`src/rtl/clarvi_serial_alu.sv`:
```
// Byte-serial integer execute sequencer for the 64-bit core.
// Walks the byte-sliced register file one byte per cycle, carrying the add/sub chain
// between bytes and writing each result byte back as it is produced.
module clarvi_serial_alu #(
    parameter int unsigned XLEN_BYTES = 8
) (
    input  logic        clock,
    input  logic        reset_n,
    input  logic        start,
    input  logic [2:0]  op,
    input  logic        word,
    input  logic        use_imm,
    input  logic [11:0] imm,
    input  logic [4:0]  rs1,
    input  logic [4:0]  rs2,
    input  logic [4:0]  rd,
    input  logic [7:0]  rf_data_1,
    input  logic [7:0]  rf_data_2,
    output logic        busy,
    output logic        done,
    output logic [2:0]  fetch_part,
    output logic        rs2_part_override,
    output logic [4:0]  fetch_register_1,
    output logic [4:0]  fetch_register_2,
    output logic [2:0]  write_part,
    output logic [4:0]  write_register,
    output logic [7:0]  write_data,
    output logic        write_enable
);

    localparam logic [2:0] OpAdd  = 3'd0;
    localparam logic [2:0] OpSub  = 3'd1;
    localparam logic [2:0] OpSlt  = 3'd2;
    localparam logic [2:0] OpSltu = 3'd3;
    localparam logic [2:0] OpXor  = 3'd4;
    localparam logic [2:0] OpOr   = 3'd5;
    localparam logic [2:0] OpAnd  = 3'd6;
    localparam logic [2:0] OpMovb = 3'd7;

    localparam int unsigned LastPartInt = XLEN_BYTES - 1;
    localparam logic [2:0]  LastPart    = LastPartInt[2:0];

    typedef enum logic [1:0] {StIdle, StExec, StSetw, StDone} state_t;

    state_t      state_q;
    logic [2:0]  part_q;
    logic        carry_q;
    logic [2:0]  op_q;
    logic        word_q;
    logic        use_imm_q;
    logic [11:0] imm_q;
    logic [4:0]  rs1_q;
    logic [4:0]  rs2_q;
    logic [4:0]  rd_q;
    logic        sign_q;
    logic        lt_q;

    logic [8*XLEN_BYTES-1:0] imm_sx;
    logic [7:0]  b_byte;
    logic [8:0]  sum;
    logic [7:0]  result;
    logic        is_cmp;
    logic        is_sub;
    logic        sign_fill;
    logic        lt_next;

    // Byte datapath: operand select, carried add/sub chain and logic ops
    always_comb begin
        imm_sx    = {{(8*XLEN_BYTES-12){imm_q[11]}}, imm_q};
        b_byte    = use_imm_q ? imm_sx[{part_q, 3'b000} +: 8] : rf_data_2;
        is_cmp    = (op_q == OpSlt) || (op_q == OpSltu);
        is_sub    = (op_q == OpSub) || is_cmp;
        sum       = {1'b0, rf_data_1} + {1'b0, (is_sub ? ~b_byte : b_byte)} + {8'b0, carry_q};
        // Upper word bytes of W-forms come from the sign captured at byte 3
        sign_fill = word_q && ((op_q == OpAdd) || (op_q == OpSub)) && part_q[2];
        unique case (op_q)
            OpXor:   result = rf_data_1 ^ b_byte;
            OpOr:    result = rf_data_1 | b_byte;
            OpAnd:   result = rf_data_1 & b_byte;
            OpMovb:  result = b_byte;
            default: result = sum[7:0];
        endcase
        if (op_q == OpSltu) begin
            lt_next = ~sum[8];
        end else begin
            lt_next = (rf_data_1[7] ^ b_byte[7]) ? rf_data_1[7] : sum[7];
        end
    end

    // Outputs decoded from the registered state
    always_comb begin
        busy              = (state_q == StExec) || (state_q == StSetw);
        done              = (state_q == StDone);
        fetch_part        = part_q;
        write_part        = part_q;
        rs2_part_override = 1'b0;
        fetch_register_1  = rs1_q;
        fetch_register_2  = rs2_q;
        write_register    = rd_q;
        write_data        = 8'h00;
        write_enable      = 1'b0;
        if (state_q == StExec) begin
            write_data   = sign_fill ? {8{sign_q}} : result;
            write_enable = (rd_q != 5'd0) && !is_cmp;
        end else if (state_q == StSetw) begin
            write_data   = (part_q == 3'd0) ? {7'b0, lt_q} : 8'h00;
            write_enable = (rd_q != 5'd0);
        end
    end

    // Sequencer: latch request, step through bytes, deferred compare write
    always_ff @(posedge clock or negedge reset_n) begin
        if (!reset_n) begin
            state_q   <= StIdle;
            part_q    <= 3'd0;
            carry_q   <= 1'b0;
            op_q      <= 3'd0;
            word_q    <= 1'b0;
            use_imm_q <= 1'b0;
            imm_q     <= 12'd0;
            rs1_q     <= 5'd0;
            rs2_q     <= 5'd0;
            rd_q      <= 5'd0;
            sign_q    <= 1'b0;
            lt_q      <= 1'b0;
        end else begin
            unique case (state_q)
                StIdle: begin
                    if (start) begin
                        op_q      <= op;
                        word_q    <= word;
                        use_imm_q <= use_imm;
                        imm_q     <= imm;
                        rs1_q     <= rs1;
                        rs2_q     <= rs2;
                        rd_q      <= rd;
                        part_q    <= 3'd0;
                        carry_q   <= (op == OpSub) || (op == OpSlt) || (op == OpSltu);
                        state_q   <= StExec;
                    end
                end
                StExec: begin
                    carry_q <= sum[8];
                    if (word_q && (part_q == 3'd3)) begin
                        sign_q <= result[7];
                    end
                    if (part_q == LastPart) begin
                        part_q <= 3'd0;
                        if (is_cmp) begin
                            lt_q    <= lt_next;
                            state_q <= StSetw;
                        end else begin
                            state_q <= StDone;
                        end
                    end else begin
                        part_q <= part_q + 3'd1;
                    end
                end
                StSetw: begin
                    if (part_q == LastPart) begin
                        part_q  <= 3'd0;
                        state_q <= StDone;
                    end else begin
                        part_q <= part_q + 3'd1;
                    end
                end
                default: begin
                    state_q <= StIdle;
                end
            endcase
        end
    end

endmodule
```
`config.mk`:
```
export PLATFORM = sky130hd
export DESIGN_NAME = clarvi_serial_alu
export DESIGN_NICKNAME = d
export VERILOG_FILES = /design/src/rtl/clarvi_serial_alu.sv
export SDC_FILE = /design/constraint.sdc
export NUM_CORES = 1
export LEC_CHECK = 0
export CAP_MARGIN = 20
export CORE_ASPECT_RATIO = 0.8
export CORE_UTILIZATION = 45
export DETAILED_ROUTE_END_ITERATION = 8
export PLACE_DENSITY_LB_ADDON = 0.12
export SETUP_SLACK_MARGIN = 0.3
export SLEW_MARGIN = 5
export SYNTH_ARGS = -nofsm -noshare
export SYNTH_HDL_FRONTEND = slang
export SYNTH_SLANG_ARGS = --single-unit
```
`constraint.sdc`:
```
create_clock -name clock -period 3.9 [get_ports clock]
set_input_delay 0.78 -clock clock [delete_from_list [all_inputs] [get_ports clock]]
set_output_delay 0.78 -clock clock [all_outputs]
set_load 0.02 [all_outputs]
```
==> flow_results.org <==
** Status
- Outcome :: finished with violations
- Failing checks :: negative setup slack

** Drt
- DRC errors left :: 0
- Antenna viol nets, final :: 0
- Using the TritonRoute via totals, the vias-per-cell ratio works out to roughly 5.3.
- Top routing layer in use :: met4
- The routed layout has 2970 vias.
- Total length of routed met3 wires :: about 460 um
- M1 WL :: 3990 um
- In the final routed layout, each cell accounts on average for 15.5 um.
- Before antenna repair, the detailed router went through 4 iterations.
- After detailed routing, the met2 layer carries a little over 4000 um of wire.
- Final wirelength :: 8690 um
- Number of design-rule violations left by the first detailed-router iteration :: 180

** Synthesis
- Async S/R FF share, synth :: 1.00
- In this run the mean area of a mapped cell was 9.59 um^2.
- Among all flip-flop cells after synthesis, the most frequent one is sky130_fd_sc_hd__dfrtp_1.
- Total nets after synthesis :: 407
- Of the post-synthesis cell area, the dominant cell type holds 0.324.
- Counting every instance in the synthesized netlist gives between 300 and 400.
- In this run, synthesis produced a sequential element count of 40.
- sky130_fd_sc_hd__dfrtp_1 takes more of the synthesized area than any other cell.
- By instance count, the leading cell after synthesis is sky130_fd_sc_hd__dfrtp_1.
- By count the netlist is led by 40 x sky130_fd_sc_hd__dfrtp_1, 37 x sky130_fd_sc_hd__mux2_2, 32 x sky130_fd_sc_hd__ha_1, 32 x sky130_fd_sc_hd__inv_1, 21 x sky130_fd_sc_hd__a21oi_1.
- The number of different library cells used by synthesis comes to 50.
- Of the synthesized area, sequential elements account for 0.324.
- Cell Area, Synth :: approximately 3100 um^2
- During synthesis, Yosys emitted a total of 0 warnings.
- Most area-consuming cells after synthesis :: sky130_fd_sc_hd__dfrtp_1 32%, sky130_fd_sc_hd__mux2_2 13%, sky130_fd_sc_hd__ha_1 13%, sky130_fd_sc_hd__inv_1 3.9%, sky130_fd_sc_hd__a21oi_1 3.4%
- In this run, synthesis inferred 0 flip-flops with an integrated enable.

** Timing
- Total Negative Setup Slacks :: -0.601 ns
- Static timing analysis puts the maximum clock frequency at about 240 MHz.
- Setup repair after global routing could not meet its margin everywhere.
- Measured against its own limit, the worst slew margin works out to 0.407.
- The total count of max-transition violations in the final report was 0.
- Once routing completed, OpenROAD measured the worst setup slack at -0.201 ns.
- Dividing the final minimum period by the clock period gives 1.05.
- Hold violation total from the final report :: 0
- The worst path in the final design needs a cycle of 4.10 ns, including I/O delays and setup.
- Setup violations remaining at the end of the flow were counted as 4.
- Maximum clock skew at final layout :: roughly 0.0086 ns
- Actual slew at the worst max-slew pin :: roughly 0.89 ns

** Floorplanning
- Area of the core :: approximately 6500 um^2
- For this configuration, the core starts out at a cell density of 0.475.
- After floorplanning, the core was divided into 26 placement rows.
- I/O pin count :: 84
- Measured along the x axis, the die boundary spans between 90 and 100 um.
- Die outline area :: a little over 7000 um^2
- The die is ~76 um tall.

** Layout
- The repair_antennas step left the layout with diodes totalling 0.
- Fraction of layout instances using a drive strength above 1 :: 0.368
- The area growth from synthesis to layout is 58.2%.
- In the final design database the tool counted ~560 nets.
- After filler insertion, the fill cell instance count of the layout stands at between 400 and 500.

** Clocking
- The number of hold buffers added after CTS was 0.
- TritonCTS built the clock tree.
- Maximum count of clock buffers along a single path :: 2
- Counting the buffers created by CTS gives 5.
- In this run the clock root is driven by a sky130_fd_sc_hd__clkbuf_8.
- Clock-pin slew was measured on the worst setup and hold paths at roughly 0.080 ns.
- Count of H-tree levels built during CTS :: 2
- Number of clock sinks :: 40
- At the later pin of the worst-skew pair, clock insertion delay measures around 0.30 ns.

** Setup path
- Startpoint Class :: flip-flop
- Data on the critical path arrives at its endpoint at ~3.3 ns.
- The critical path is of the flip-flop to output port type.
- Data required time of the critical path :: between 3 and 4 ns
- Along the worst path, the maximum fanout reaches 4.
- CP Capture Type :: output port

** Place
- Routability congestion estimate :: between 0.8 and 0.9
- Port buffering added roughly 80 buffers.
- Detailed placement ended at an HPWL of 6220 um.

** Global route
- Via count of the first global-routing pass :: between 3k and 4k
- Wire length of the first global-routing pass :: 14300 um
- Global route total overflow :: 0
- Entering global routing, the biggest net connects 41 pins.
- Number of antenna violations at the first check in global routing :: 0
- Global-route usage over all layers :: 0.250

** Flow run
- Across the run, the number of max-cap violations was 0.

** Worst hold path
- In this run the worst hold path is classified as flip-flop to flip-flop.
[registers in the layout, indices dropped and copies added, names as in the netlist, 2 cells and up]
signal,flops
fetch_part,3
op_q,3
fetch_register_1,5
state_q,2
fetch_register_2,5
write_register,5
imm_q,12
[area by class of cell]
cell class	instances	area, um^2	area share
clock buffer	5	68.8	0.0141
clock inverter	3	46.3	0.00948
inverter	32	120	0.0246
multi-input combinational	232	2070	0.425
sequential	40	1000	0.205
tap	84	105	0.0215
timing repair buffer	163	1470	0.300
[placed cells by master (no fill, tap or decap), types with 7 or more instances in the layout]
cell type,synthesis,routed
sky130_fd_sc_hd__clkdlybuf4s50_1,0,72
sky130_fd_sc_hd__buf_4,6,72
sky130_fd_sc_hd__dfrtp_1,40,38
sky130_fd_sc_hd__mux2_2,37,37
sky130_fd_sc_hd__inv_1,32,31
sky130_fd_sc_hd__ha_1,32,31
sky130_fd_sc_hd__nand2_1,18,18
sky130_fd_sc_hd__buf_6,1,16
sky130_fd_sc_hd__a21oi_1,21,15
sky130_fd_sc_hd__nor2_1,13,13
sky130_fd_sc_hd__o21ai_0,15,10
sky130_fd_sc_hd__a21oi_2,1,7
[routing by layer]
layer  vias up  global-route usage
met5         -                   0
met4         0              0.0424
met3        10              0.0419
met2        89               0.422
met1      1431               0.338
li1       1440                   -
[worst max-delay path, stage by stage (launching register included)]
cell and delay [ns]:
sky130_fd_sc_hd__dfrtp_2 0.45, sky130_fd_sc_hd__buf_4 0.15, sky130_fd_sc_hd__buf_6 0.12, sky130_fd_sc_hd__or4b_4 0.49, sky130_fd_sc_hd__a31oi_4 0.27, sky130_fd_sc_hd__xnor2_2 0.16, sky130_fd_sc_hd__ha_4 0.23, sky130_fd_sc_hd__or4_4 0.53
sky130_fd_sc_hd__mux2i_2 0.19, sky130_fd_sc_hd__nor3_2 0.08, sky130_fd_sc_hd__o21ba_2 0.21, sky130_fd_sc_hd__buf_6 0.13
[what timing repair did]
action | CTS | global route
setup endpoints to repair | 8 | 10
gates resized for setup | 61 | 35
hold endpoints to repair | 0 | 0
buffers inserted | 18 | 5
pin swaps | 21 | 22
[worst paths after layout]
kind	depth (start not counted)	slack, ns	endpoint	from
setup / recovery	11	-0.20	write_data[7]	fetch_part[0]
min in group asynchronous	1	0.60	fetch_register_1[3]	reset_n
setup reg to reg	21	0.07	carry_q	fetch_part[0]
hold reg to reg	1	0.51	fetch_register_2[2]	fetch_register_2[2]
max in group asynchronous	1	2.69	fetch_part[0]	reset_n
hold / removal	1	0.51	fetch_register_2[2]	fetch_register_2[2]
[kinds of logic (layout without fill, tap and decap cells)]
family | after synthesis | count (layout) | share of synthesized area
other | 1 | 1 | 0.00121
AOI/OAI and AO/OA | 79 | 79 | 0.167
and+or+nand+nor | 63 | 63 | 0.105
xor gates and xnor gates | 13 | 13 | 0.0369
muxes | 42 | 42 | 0.151
DFF | 40 | 40 | 0.324
buffers and inverters | 50 | 203 | 0.0713
adders and majority gates | 34 | 34 | 0.143
[per-stage QoR]
step | instances | util | setup slack (ns) | instance area, um^2 | hold slack (ns)
after global placement | 528 | 0.672 | -0.823 | 4370 | 0.485
after detailed placement | 528 | 0.672 | -0.799 | 4370 | 0.492
after global routing | 559 | 0.751 | -0.335 | 4890 | 0.532
final | 559 | 0.751 | -0.201 | 4890 | 0.509
after CTS | 554 | 0.721 | -0.243 | 4690 | 0.510
after floorplan | 322 | - | 0.178 | 3110 | 0.471
Power is not shown: default switching activity piles up to over one toggle a cycle in this logic, so the estimate is an artifact.
